`config.mk`:
```
export PLATFORM = sky130hd
export DESIGN_NAME = prog_loader
export DESIGN_NICKNAME = d
export VERILOG_FILES = /design/src/rtl/prog_loader.sv
export SDC_FILE = /design/constraint.sdc
export NUM_CORES = 1
export LEC_CHECK = 0
export CORE_MARGIN = 2
export CORE_UTILIZATION = 30
export DETAILED_ROUTE_END_ITERATION = 10
export GPL_TIMING_DRIVEN = 0
export PLACE_DENSITY_LB_ADDON = 0.12
export SLEW_MARGIN = 20
export SYNTH_ARGS = -nofsm -noshare
export SYNTH_HDL_FRONTEND = slang
export SYNTH_SLANG_ARGS = --single-unit
```
`constraint.sdc`:
```
create_clock -name clk -period 3.5 [get_ports clk]
set_input_delay 0.525 -clock clk [delete_from_list [all_inputs] [get_ports clk]]
set_output_delay 0.525 -clock clk [all_outputs]
set_load 0.02 [all_outputs]
```
`src/rtl/prog_loader.sv`:
```
// Boot-time program memory loader: parses a framed byte stream (16-bit length, big-endian
// words, XOR checksum), writes words at addresses 0..N-1 and holds the CPU in reset until it checks out.
module prog_loader #(
    parameter int BIT_WIDTH      = 32,
    parameter int MEM_ADDR_WIDTH = 6,
    parameter int DEPTH          = 64
) (
    input  logic                      clk,
    input  logic                      rst,
    input  logic                      start,
    input  logic                      in_valid,
    input  logic [7:0]                in_data,
    output logic                      in_ready,
    output logic [MEM_ADDR_WIDTH-1:0] mem_addr,
    output logic [BIT_WIDTH-1:0]      mem_data,
    output logic                      mem_wren,
    output logic                      cpu_rst,
    output logic                      busy,
    output logic                      done,
    output logic                      err
);

    localparam int BYTES = BIT_WIDTH / 8;
    localparam int BCW   = (BYTES > 1) ? $clog2(BYTES) : 1;

    typedef enum logic [2:0] {
        IDLE,
        LEN_HI,
        LEN_LO,
        DATA,
        WRITE,
        CSUM,
        DONE,
        ERR
    } state_t;

    state_t                 state_q;
    state_t                 state_nxt;
    logic [15:0]            len_q;
    logic [15:0]            word_idx_q;
    logic [BCW-1:0]         byte_cnt_q;
    logic [7:0]             csum_q;
    logic [BIT_WIDTH-1:0]   word_q;

    logic                   accept;
    logic [15:0]            len_full;
    logic [15:0]            idx_inc;
    logic [BIT_WIDTH-1:0]   word_nxt;
    logic                   last_byte;

    always_comb begin
        accept    = in_valid && in_ready;
        len_full  = {len_q[15:8], in_data};
        idx_inc   = word_idx_q + 16'd1;
        // shift in from the LSB end so the first byte of a word ends up in the MSBs
        word_nxt  = BIT_WIDTH'({word_q, in_data});
        last_byte = (byte_cnt_q == BCW'(BYTES - 1));
    end

    always_comb begin
        state_nxt = state_q;
        case (state_q)
            IDLE, DONE, ERR: begin
                if (start) state_nxt = LEN_HI;
            end
            LEN_HI: begin
                if (accept) state_nxt = LEN_LO;
            end
            LEN_LO: begin
                if (accept) begin
                    if (len_full > 16'(DEPTH))  state_nxt = ERR;
                    else if (len_full == 16'd0) state_nxt = CSUM;
                    else                        state_nxt = DATA;
                end
            end
            DATA: begin
                if (accept && last_byte) state_nxt = WRITE;
            end
            WRITE: begin
                state_nxt = (idx_inc == len_q) ? CSUM : DATA;
            end
            CSUM: begin
                if (accept) state_nxt = (in_data == csum_q) ? DONE : ERR;
            end
            default: state_nxt = IDLE;
        endcase
    end

    always_ff @(posedge clk) begin
        if (rst) state_q <= IDLE;
        else     state_q <= state_nxt;
    end

    always_ff @(posedge clk) begin
        if (rst) begin
            in_ready   <= 1'b0;
            mem_wren   <= 1'b0;
            mem_addr   <= '0;
            mem_data   <= '0;
            cpu_rst    <= 1'b0;
            busy       <= 1'b0;
            done       <= 1'b0;
            err        <= 1'b0;
            len_q      <= '0;
            word_idx_q <= '0;
            byte_cnt_q <= '0;
            csum_q     <= '0;
            word_q     <= '0;
        end else begin
            in_ready <= (state_nxt inside {LEN_HI, LEN_LO, DATA, CSUM});
            mem_wren <= (state_nxt == WRITE);
            case (state_q)
                IDLE, DONE, ERR: begin
                    if (start) begin
                        cpu_rst    <= 1'b1;
                        busy       <= 1'b1;
                        done       <= 1'b0;
                        err        <= 1'b0;
                        len_q      <= '0;
                        word_idx_q <= '0;
                        byte_cnt_q <= '0;
                        csum_q     <= '0;
                    end
                end
                LEN_HI: begin
                    if (accept) len_q[15:8] <= in_data;
                end
                LEN_LO: begin
                    if (accept) begin
                        len_q[7:0] <= in_data;
                        if (len_full > 16'(DEPTH)) begin
                            err  <= 1'b1;
                            busy <= 1'b0;
                        end
                    end
                end
                DATA: begin
                    if (accept) begin
                        word_q <= word_nxt;
                        csum_q <= csum_q ^ in_data;
                        if (last_byte) begin
                            // present the completed word together with the write strobe
                            byte_cnt_q <= '0;
                            mem_addr   <= word_idx_q[MEM_ADDR_WIDTH-1:0];
                            mem_data   <= word_nxt;
                        end else begin
                            byte_cnt_q <= byte_cnt_q + BCW'(1);
                        end
                    end
                end
                WRITE: begin
                    word_idx_q <= idx_inc;
                end
                CSUM: begin
                    if (accept) begin
                        busy <= 1'b0;
                        if (in_data == csum_q) begin
                            done    <= 1'b1;
                            cpu_rst <= 1'b0;
                        end else begin
                            err <= 1'b1;
                        end
                    end
                end
                default: ;
            endcase
        end
    end

endmodule

```
; Word level (Yosys, flattened, before mapping)
; Index checks and enable logic that the tools add are counted.
[classes]
n_eq_ne = 23
order_cmp = 1
muxes = 39
n_addsub = 2
reduce_logical = 21
bitwise = 1
[ops]
columns = cell, count
row1 = one-hot mux 8 bit (2 select lines), 3
row2 = one-hot mux 16 bit (2 select lines), 1
row3 = two-way mux 3 bit, 8
row4 = two-way mux 8 bit, 3
row5 = "equality test 3 bit, second input constant", 6
row6 = one-hot mux 3 bit (6 select lines), 1
row7 = "adder 16 x 1 -> 16 bit, second input constant", 1
row8 = equality test 16 bit, 1
row9 = "greater-than comparator 16 x 7 -> 1 bit, second input constant", 1
row10 = zero test 16 bit, 1
row11 = two-way mux 16 bit, 1
row12 = "inequality test 2 bit, second input constant", 8
row13 = two-way mux 1 bit, 14
row14 = "equality test 3 x 2 -> 1 bit, second input constant", 4
row15 = AND reduction 3 bit, 4
row16 = nonzero test 2 bit, 5
row17 = equality test 8 bit, 1
row18 = XOR 8 bit, 1
row19 = "equality test 3 x 1 -> 1 bit, second input constant", 2
row20 = two-way mux 2 bit, 3
row21 = one-hot mux 1 bit (3 select lines), 2
row22 = AND reduction 6 bit, 1
row23 = AND reduction 5 bit, 1
row24 = one-hot mux 1 bit (2 select lines), 2
row25 = 10 further kinds, 12
[word_totals]
output_inout_bits = 44
register_bits = 113
in_bits = 12
elab_cells = 102

; Longest topological paths before layout
; Gate-level depths: netlist of the first run.
[logic_depth]
depth_word = 7
depth_mapped = 8
ltp_nobuf = 7

; Least setup slack after synthesis of the first run
; Ideal clock, no wire load.
[synth_path]
kind = register to register
startpoint = register word_idx_q[1]
endpoint = register state_q[1]
path_slack_ns = 1.491
path_stages_with_launch = 9
arrival_time_ns = 1.889
cell_sequence = dfxtp_1 -> ha_1 -> and3_4 -> and3_4 -> buf_6 -> or3_1 -> a31oi_1 -> o2111ai_1 -> a211o_1
[synth_via]
elab_chain_len = 4
[synth_rtl]
columns = element, line_no
row1 = from (decl), 40  ; logic [15:0] word_idx_q;
row2 = from (signal assigned), 152  ; word_idx_q <= idx_inc;
row3 = adder 16 x 1 -> 16 bit, 54  ; idx_inc = word_idx_q + 16'd1;
row4 = equality test 16 bit, 80  ; state_nxt = (idx_inc == len_q) ? CSUM : DATA;
row5 = two-way mux 3 bit, 80
row6 = one-hot mux 3 bit (6 select lines), 62  ; case (state_q)
row7 = to (signal assigned), 91  ; else state_q <= state_nxt;
row8 = to (decl), 37  ; state_t state_q;
; No other way between the ends.
; A chain may end at the register's enable or synchronous reset.

; Worst setup path after layout of the first run
; Same ends and word-level chain as after synthesis.

==> impl_metrics.csv, run 1 <==
group,metric,value,unit
run_status,outcome,"finished, final reports clean",
global_route,grt_busiest_layer,"met2",
final_layout,fin_util,38.5,%
synth,synth_compound_area_share,19.0,%
synth,yosys.cell_types.count,58,
run,maxCapViolCount,0,
floorplanning,die-area,18600,µm²
drt,drtAntennaViolNets,0,
power_and_ir_drop,powerDensity,606,nW/µm²
sta,finalSetupViolCount,0,
setup_path,timing.critical_path.buf_inv,1,
setup_path,crit_path_end_kind,"flop",
sta,fmax,435,MHz
sta,skew,0.00743,ns
global_route,grt_max_degree,17,
global_route,antenna_found_initial,0,
setup_path,cp_slowest_cell,"dfxtp_1",
hold_path,hold_class,"flop to flop",
setup_path,arrival,2.60,ns
setup_path,path_max_fanout,7,
synth,synth_fp_nets,707,
synth,synthCells,693,
setup_path,crit_required,3.80,ns
drt,drc,0,
floorplanning,rows,48,
floorplanning,dieWidth,136,µm
setup_path,cpPeakStageDelay,0.35,ns
clock_network,cts_setup_buffers,0,
synth,synth_xor_area_share,4.16,%
drt,vias,5171,
place,placed_cell_area,6020,µm²
global_route,grt_pass1_wl,25300,µm
final_layout,multiInputGateArea,2710,µm²
sta,fin_crit_sh,65.7,%
clock_network,tritoncts,"built",
synth,synth-seq-cells,113,
floorplanning,initial_core_util,30.5,%
setup_path,start_kind,"flop",
global_route,use_met2,29.1,%
sta,relSlewSlack,35.1,%
synth,synthSimpleGateAreaFrac,27.3,%
synth,yosysTopAreaCellShare,43.0,%
clock_network,clkSinkCount,113,
sta,worstMarginPinSlew,0.965,ns
clock_network,ctsHoldBuffers,0,
global_route,use_met1,22.8,%
sta,rsz0062_at_grt,"no",
synth,ys.warnings.count,0,
synth,yosysTopAreaCell,"dfxtp_1",
final_layout,stdcell_area,6640,µm²
synth,syn_area_per_cell,7.59,µm²
global_route,gr-total-overflow,0,
synth,async_flop_share,0,%
sta,layout_setup_ws,1.20,ns
power_and_ir_drop,max-vdd-ir-drop,0.356,mV
drt,drt_first_pass_iters,5,
synth,synth_area_leaders,"dfxtp_1, nand2_1, a21oi_1",
sta,hold_ws,0.448,ns
synth,syn-cell-area,5260,µm²
clock_network,htreeDepth,4,
drt,routedWlPerCell,16.3,µm
clock_network,clk_pin_slew,0.05,ns
synth,synth_edf_count,0,
sta,min_period,2.30,ns
final_layout,syn2layout_area_growth,26.3,%
floorplanning,ioPinCount,56,
sta,finalHoldViolCount,0,
final_layout,register_area,2260,µm²
global_route,track_usage,18.0,%
floorplanning,die_height,136,µm
floorplanning,coreArea,17200,µm²
final_layout,n_fill_cell,1759,
place,dp_hpwl,11400,µm
place,gp_congestion,0.857,
synth,synth_top_family_by_area,"simple AND/OR/NAND/NOR gates",
sta,drv_slew,0,
place,place_ws,0.800,ns
clock_network,cts_buffers,17,
setup_path,critPathTopFamily,"compound AO/OA/AOI/OAI gates",
drt,wl,16300,µm
setup_path,crit_chain,"ha_1 > and3_4 > and3_4 > buf_6 > or3_1 > a31oi_1 > o2111ai_1 > a211o_1",
global_route,grt_pass1_vias,4872,
global_route,use_met3,4.66,%
synth,synth_fa_ha_area_share,0.476,%
clock_network,cts_root_buffer,"clkbuf_16",
drt,drt_iter0_drc,434,
synth,synthMuxAreaShare,0.571,%
final_layout,fin_nets,774,
setup_path,cpMostUsedCell,"and3_4",
power_and_ir_drop,leakagePower,2.17,nW
setup_path,crit_type,"flop to flop",
final_layout,num_antenna_cells,0,
sta,final.setup.tns,0,ns
clock_network,clk_latency,0.42,ns
clock_network,cts_buffer_depth,2,
synth,yosysSeqAreaShare,43.0,%
final_layout,drive_above_1_share,6.86,%
synth,synth-main-ff-cell,"dfxtp_1",
clock_network,cts-resized-gates,0,
drt,post_drt_via_cell_ratio,5.18,
place,port_buffers,48,
layout make-up:
class | instances | share of cell area [%]
multi-input combinational | 515 | 40.8
sequential | 113 | 34.0
timing repair buffer | 48 | 7.23
clock buffer | 19 | 6.52
tap | 225 | 4.24
buffer | 53 | 3.69
clock inverter | 13 | 2.82
inverter | 12 | 0.678
synth_stat cells (6+ instances only):
| cell type | number |
|---|---|
| a21oi_1 | 106 |
| a22oi_1 | 10 |
| a31oi_1 | 7 |
| and3_1 | 7 |
| buf_2 | 9 |
| clkbuf_1 | 37 |
| dfxtp_1 | 113 |
| inv_1 | 11 |
| nand2_1 | 160 |
| nand2b_1 | 10 |
| nand3_1 | 30 |
| nand4_1 | 13 |
| nor2_1 | 39 |
| nor3_1 | 12 |
| o21ai_0 | 26 |
| or3_1 | 7 |
| xnor2_1 | 19 |
| xor2_1 | 6 |
final timing paths:
kind,start,to,slack (ns),cells after the start
hold reg to reg,err,err,0.45,2
hold / removal,err,err,0.45,2
setup reg to reg,word_idx_q[1],state_q[1],1.20,8
setup / recovery,word_idx_q[1],state_q[1],1.20,8
per-layer routing:
metal | up-vias | wire, µm | share of wire [%]
li1 | 2539 | - | -
met1 | 2489 | 7470 | 46
met2 | 123 | 7790 | 48
met3 | 20 | 740 | 4.5
met4 | 0 | 269 | 1.7
met5 | - | 0 | 0
worst reg2reg max path, delay by kind of cell (launching register included):
kind / cells / cell delay [ns]
AO/OA/AOI/OAI: 3 / 0.72
adder cells (fa/ha/maj): 1 / 0.27
flip-flops: 1 / 0.35
buffers and inverters: 1 / 0.12
AND/OR/NAND/NOR: 3 / 0.71
report_power, final:
group | internal, W | leakage (nW) | switching (W)
Clock | 0.00119 | 0.293 | 0.000621
Sequential | 0.00135 | 0.912 | 0.0000607
Combinational | 0.000263 | 0.961 | 0.000547
cell families (layout without fill, tap and decap cells):
| logic type | count (synthesis) | after routing |
|---|---|---|
| buf+inv | 65 | 145 |
| xor+xnor | 25 | 25 |
| flops | 113 | 113 |
| fa+ha+maj | 2 | 2 |
| simple gates | 310 | 310 |
| compound gates | 175 | 175 |
| mux | 3 | 3 |
through the flow:
step / std cells / power [W]
finish: 998 / 0.00403
global route: 998 / 0.00422
floorplan: 693 / 0.00197
global placement: 966 / 0.00222
detailed placement: 966 / 0.00223
CTS: 998 / 0.00405
placed cells by master, fill, tap and decap left out, types with 6 or more instances in the layout:
master	n
buf_2	9
nand2_1	160
a21oi_1	106
o21ai_0	26
nand4_1	13
clkbuf_16	17
nand2b_1	10
clkdlybuf4s50_1	48
xor2_1	6
inv_1	11
and3_1	7
xnor2_1	19
a22oi_1	10
dfxtp_1	113
nor3_1	12
or3_1	7
a31oi_1	7
clkbuf_1	39
nor2_1	39
nand3_1	30
registers in the layout (all words and copies together) (netlist names):
| name | cells |
|---|---|
| len_q | 16 |
| word_q | 24 |
| mem_addr | 6 |
| mem_data | 32 |
| busy | 1 |
| mem_wren | 1 |
| done | 1 |
| err | 1 |
| word_idx_q | 16 |
| in_ready | 1 |
| cpu_rst | 1 |
| state_q | 3 |
| byte_cnt_q | 2 |
| csum_q | 8 |
Power figures use the tool's default switching activity.
==> run 2: changes to the inputs <==
Clock period 3.5 ns to 2.15 ns, I/O delays scaled along.
==> run 2 against run 1 <==
  * Core utilization increased by 0.86 points
  * Routed wire length increased by 1.4%
  * Clock power increased by 63%
  * Total power increased by 64%
  * Critical path type unchanged
  * Largest cell class unchanged
  * Highest routed layer unchanged
==> impl_metrics.csv, run 2 (same netlist as run 1, synthesis figures left out) <==
group,metric,value,unit
final_layout,stdcell_area,6790,µm²
drt,post_drt_via_cell_ratio,5.16,
final_layout,num_antenna_cells,0,
floorplanning,die_height,136,µm
drt,wl,16500,µm
sta,skew,0.00590,ns
power_and_ir_drop,total_power,0.00662,W
sta,relSlewSlack,38.3,%
global_route,grt_max_degree,17,
clock_network,htreeDepth,4,
sta,finalSetupViolCount,0,
sta,fin_crit_sh,98.1,%
hold_path,hold_class,"input pin to flop",
floorplanning,ioPinCount,56,
clock_network,cts_buffers,17,
global_route,grt_pass1_wl,25400,µm
setup_path,worst_r2r_startpoint,"word_idx_q[1]",
setup_path,crit_path_end_kind,"flop",
clock_network,cts_buffer_depth,2,
global_route,track_usage,18.0,%
final_layout,largest_reg_flops,32,
run,maxCapViolCount,0,
floorplanning,die-area,18600,µm²
final_layout,syn2layout_area_growth,29.1,%
global_route,antenna_found_initial,0,
final_layout,fin_nets,780,
sta,fmax,474,MHz
setup_path,crit_required,2.45,ns
sta,finalHoldViolCount,0,
clock_network,tritoncts,"built",
setup_path,crit_type,"flop to flop",
drt,drt_first_pass_iters,5,
hold_path,whs_path_depth,3,
clock_network,ctsHoldBuffers,0,
drt,drt_iter0_drc,405,
final_layout,reg_top3,"mem_data: 32 flops, word_q: 24 flops",
drt,vias,5183,
drt,routedWlPerCell,16.4,µm
setup_path,path_max_fanout,7,
sta,drv_slew,0,
drt,drc,0,
setup_path,reg2reg_slack,0.04,ns
clock_network,cts_root_buffer,"clkbuf_16",
global_route,gr-total-overflow,0,
final_layout,drive_above_1_share,10.1,%
setup_path,start_kind,"flop",
place,placed_cell_area,6020,µm²
setup_path,r2r_cells,8,
final_layout,layout_commonest_cell,"nand2_1",
setup_path,arrival,2.41,ns
floorplanning,rows,48,
sta,worstMarginPinSlew,0.918,ns
clock_network,clk_latency,0.42,ns
drt,drtAntennaViolNets,0,
clock_network,clkSinkCount,113,
power_and_ir_drop,max-vdd-ir-drop,0.604,mV
floorplanning,initial_core_util,30.5,%
setup_path,crit_path_start,"word_idx_q[1]",
place,place_ws,-0.348,ns
sta,min_period,2.11,ns
setup_path,r2r_end,"state_q[1]",
final_layout,mostFrequentLayoutCells,"nand2_1, dfxtp_1, a21oi_1",
final_layout,regMostFlops,"mem_data",
setup_path,endpoint,"state_q[1]",
final_layout,fin_util,39.4,%
power_and_ir_drop,leakagePower,2.24,nW
sta,layout_setup_ws,0.0404,ns
run_status,outcome,"finished, final reports clean",
global_route,grt_pass1_vias,4882,
sta,hold_ws,0.363,ns
place,dp_hpwl,11400,µm
floorplanning,coreArea,17200,µm²
place,port_buffers,48,
clock_network,clk_pin_slew,0.05,ns
power_and_ir_drop,powerDensity,975,nW/µm²
place,gp_congestion,0.857,
floorplanning,dieWidth,136,µm
run 2: cell count changes in the layout (fill, tap and decap cells not counted), sizes merged:
cell      delta
buf          +5
clkbuf       +1
clkinv       -1
clkinvlp     +1
run 2: worst max-delay path, cell delays in order (launching register included):
cell,delay (ns)
dfxtp_4,0.35
ha_4,0.16
and3_4,0.20
and3_4,0.17
buf_6,0.12
or3_4,0.34
a31oi_4,0.18
o2111ai_2,0.15
a211o_1,0.32
run 2: routing by layer:
metal / up-vias / routed length [µm] / global-route usage, %
li1: 2551 / - / -
met3: 17 / 760 / 4.66
met2: 132 / 7880 / 29.1
met5: - / 0 / 0
met4: 0 / 280 / 7.00
met1: 2483 / 7580 / 22.9
run 2: timing repair:
action | 4_1_cts | 5_1_grt
hold endpoints to repair | 0 | 0
buffers inserted | 1 | 5
pin swaps | 2 | 3
resized for setup | 7 | 27
endpoints found under the setup margin | 18 | 35
run 2: worst min path at each step:
stage / from / to / slack, ns
finish: in_data[1] / word_q[1] / 0.36
global route: in_data[1] / word_q[1] / 0.37
CTS: in_data[1] / word_q[1] / 0.35
detailed placement: err / err / 0.45
global placement: err / err / 0.44
floorplan: word_q[16] / mem_data[24] / 0.43
run 2: final cells by class:
cell class | count | area (µm²)
Timing Repair Buffer | 54 | 526
Multi-Input combinational cell | 515 | 2790
Inverter | 12 | 48.8
Clock inverter | 13 | 188
Fill cell | 1751 | 10400
Buffer | 53 | 256
Sequential cell | 113 | 2270
Clock buffer | 19 | 433
Tap cell | 225 | 282
run 2: metrics by stage:
stage / cells / TNS, ns
after floorplan: 693 / 0
after global placement: 966 / -13.57
after detailed placement: 966 / -15.58
after CTS: 999 / 0
after global routing: 1004 / -0.00429
final: 1004 / 0
run 2: power by group:
group          switching, W  leakage, nW  total (W)  internal [W]
combinational      0.000914         1.03    0.00138      0.000462
clock               0.00102        0.293    0.00295       0.00194
sequential         0.000101        0.913    0.00229       0.00219
total               0.00203         2.24    0.00662       0.00459
==> run 3: changes to the inputs <==
Settings changed: GPL_TIMING_DRIVEN 0 to not set.
==> run 3 against run 2 <==
  * Cell count increased by 0.60%
  * First-iteration DRC count decreased by 22%
  * Core utilization increased by 1.3 points
  * Die area unchanged
  * Total power increased by 3.8%
  * Worst setup slack improved by 0.12 ns
  * Clock power increased by 4%
  * Sequential power about the same
  * Largest cell class unchanged
  * Largest power group unchanged
==> impl_metrics.csv, run 3 (same netlist as run 1, synthesis figures left out) <==
group,metric,value,unit
final_layout,reg_top3,"mem_data: 32 flops, word_q: 24 flops",
setup_path,cpMostUsedCell,"and3_4",
sta,relSlewSlack,60.7,%
clock_network,clk_pin_slew,0.06,ns
global_route,grt_pass1_vias,4871,
global_route,gr-total-overflow,0,
drt,routedWlPerCell,15.5,µm
place,port_buffers,55,
final_layout,num_antenna_cells,0,
final_layout,regMostFlops,"mem_data",
drt,drtAntennaViolNets,0,
floorplanning,initial_core_util,30.5,%
sta,drv_slew,0,
global_route,antenna_found_initial,0,
sta,min_period,1.99,ns
setup_path,path_max_fanout,7,
drt,drc,0,
power_and_ir_drop,total_power,0.00687,W
final_layout,fin_nets,788,
floorplanning,rows,48,
final_layout,layout_commonest_cell,"nand2_1",
setup_path,r2r_cells,7,
floorplanning,die-area,18600,µm²
hold_path,min_to,"mem_wren",
final_layout,stdcell_area,7010,µm²
setup_path,timing.critical_path.buf_inv,0,
place,dp_hpwl,10900,µm
clock_network,clk_latency,0.42,ns
floorplanning,ioPinCount,56,
clock_network,cts_buffers,17,
clock_network,clkSinkCount,113,
run,maxCapViolCount,0,
setup_path,reg2reg_slack,0.16,ns
drt,wl,15700,µm
hold_path,whs_path_depth,3,
setup_path,crit_chain,"ha_1 > and3_4 > and3_4 > or3_1 > a31oi_1 > o2111ai_1 > a211o_1",
global_route,grt_max_degree,112,
hold_path,hold_class,"input pin to flop",
setup_path,critPathTopFamily,"simple AND/OR/NAND/NOR gates",
clock_network,cts_setup_buffers,0,
setup_path,start_kind,"flop",
final_layout,drive_above_1_share,13.4,%
clock_network,htreeDepth,4,
global_route,track_usage,17.4,%
drt,post_drt_via_cell_ratio,5.08,
drt,drt_iter0_drc,315,
run_status,outcome,"finished, final reports clean",
setup_path,r2r_end,"state_q[1]",
sta,skew,0.00610,ns
place,placed_cell_area,6370,µm²
floorplanning,dieWidth,136,µm
power_and_ir_drop,leakagePower,2.40,nW
sta,layout_setup_ws,0.158,ns
setup_path,crit_required,2.45,ns
global_route,grt_pass1_wl,25100,µm
setup_path,cp_slowest_cell,"dfxtp_1",
place,gp_congestion,0.870,
sta,finalSetupViolCount,0,
floorplanning,coreArea,17200,µm²
power_and_ir_drop,powerDensity,980,nW/µm²
power_and_ir_drop,max-vdd-ir-drop,0.544,mV
final_layout,largest_reg_flops,32,
final_layout,syn2layout_area_growth,33.2,%
place,place_ws,-0.0981,ns
drt,vias,5133,
clock_network,cts_root_buffer,"clkbuf_16",
clock_network,cts_buffer_depth,2,
hold_path,min_from,"rst",
sta,finalHoldViolCount,0,
sta,fin_crit_sh,92.7,%
drt,drt_first_pass_iters,4,
sta,worstMarginPinSlew,0.585,ns
final_layout,mostFrequentLayoutCells,"nand2_1, dfxtp_1, a21oi_1",
setup_path,crit_path_end_kind,"flop",
sta,fmax,502,MHz
clock_network,tritoncts,"built",
setup_path,worst_r2r_startpoint,"word_idx_q[0]",
sta,rsz0062_at_grt,"no",
sta,hold_ws,0.289,ns
setup_path,arrival,2.30,ns
setup_path,crit_path_start,"word_idx_q[0]",
setup_path,crit_type,"flop to flop",
setup_path,cpPeakStageDelay,0.31,ns
floorplanning,die_height,136,µm
clock_network,ctsHoldBuffers,0,
[run 3: cell types whose count changed in the layout (fill, tap and decap cells not counted), moves of 3 or more]
cell	change
buf_2	-9
buf_4	+49
clkdlybuf4s50_1	+6
clkinv_4	-4
buf_12	+5
clkbuf_1	-33
dfxtp_2	+3
clkbuf_2	-4
buf_6	-4
[run 3: repair_timing]
action	in CTS	in global routing
gates resized for setup	0	6
endpoints found under the setup margin	0	1
endpoints found under the hold margin	0	0
[run 3: where the power goes]
| group | total (W) | switching [W] | internal (W) |
|---|---|---|---|
| Combinational | 0.00152 | 0.000904 | 0.000613 |
| Sequential | 0.00230 | 0.000107 | 0.00219 |
| Clock | 0.00306 | 0.000987 | 0.00207 |
| Total | 0.00687 | 0.00200 | 0.00487 |
[run 3: how the worst max path moves through the flow]
stage                 endpoint  slack (ns)  cells past startpoint
global route        state_q[1]        0.02                      6
CTS                 state_q[1]        0.09                      6
finish              state_q[1]        0.16                      7
detailed placement    in_ready        -0.1                      7
global placement          done       -0.02                      7
floorplan           state_q[1]        0.14                      8
[run 3: through the flow]
step                setup TNS, ns  instances  utilization, %
finish                          0       1010            40.7
global route                    0       1010            40.7
CTS                             0       1010            40.6
detailed placement         -0.242        980            36.9
global placement          -0.0234        980            36.9
floorplan                       0        693               -
[run 3: final cells by class]
class,count,area (µm²)
fill,1738,10200
multi-input combinational,515,2720
sequential,113,2270
timing repair buffer,115,1060
clock buffer,20,447
tap,225,282
clock inverter,10,184
inverter,12,45.0
[run 3: per-layer routing]
layer / GRT usage, % / vias up / routed length [µm]
li1: - / 2559 / -
met1: 21.9 / 2434 / 7250
met2: 27.8 / 112 / 7310
met3: 4.92 / 28 / 743
met4: 7.35 / 0 / 355
met5: 0 / - / 0
[run 3: worst min-delay path: cells and delay by family]
kind | cells | cell delay, ns
AND/OR/NAND/NOR | 2 | 0.23
buffers and inverters | 1 | 0.10
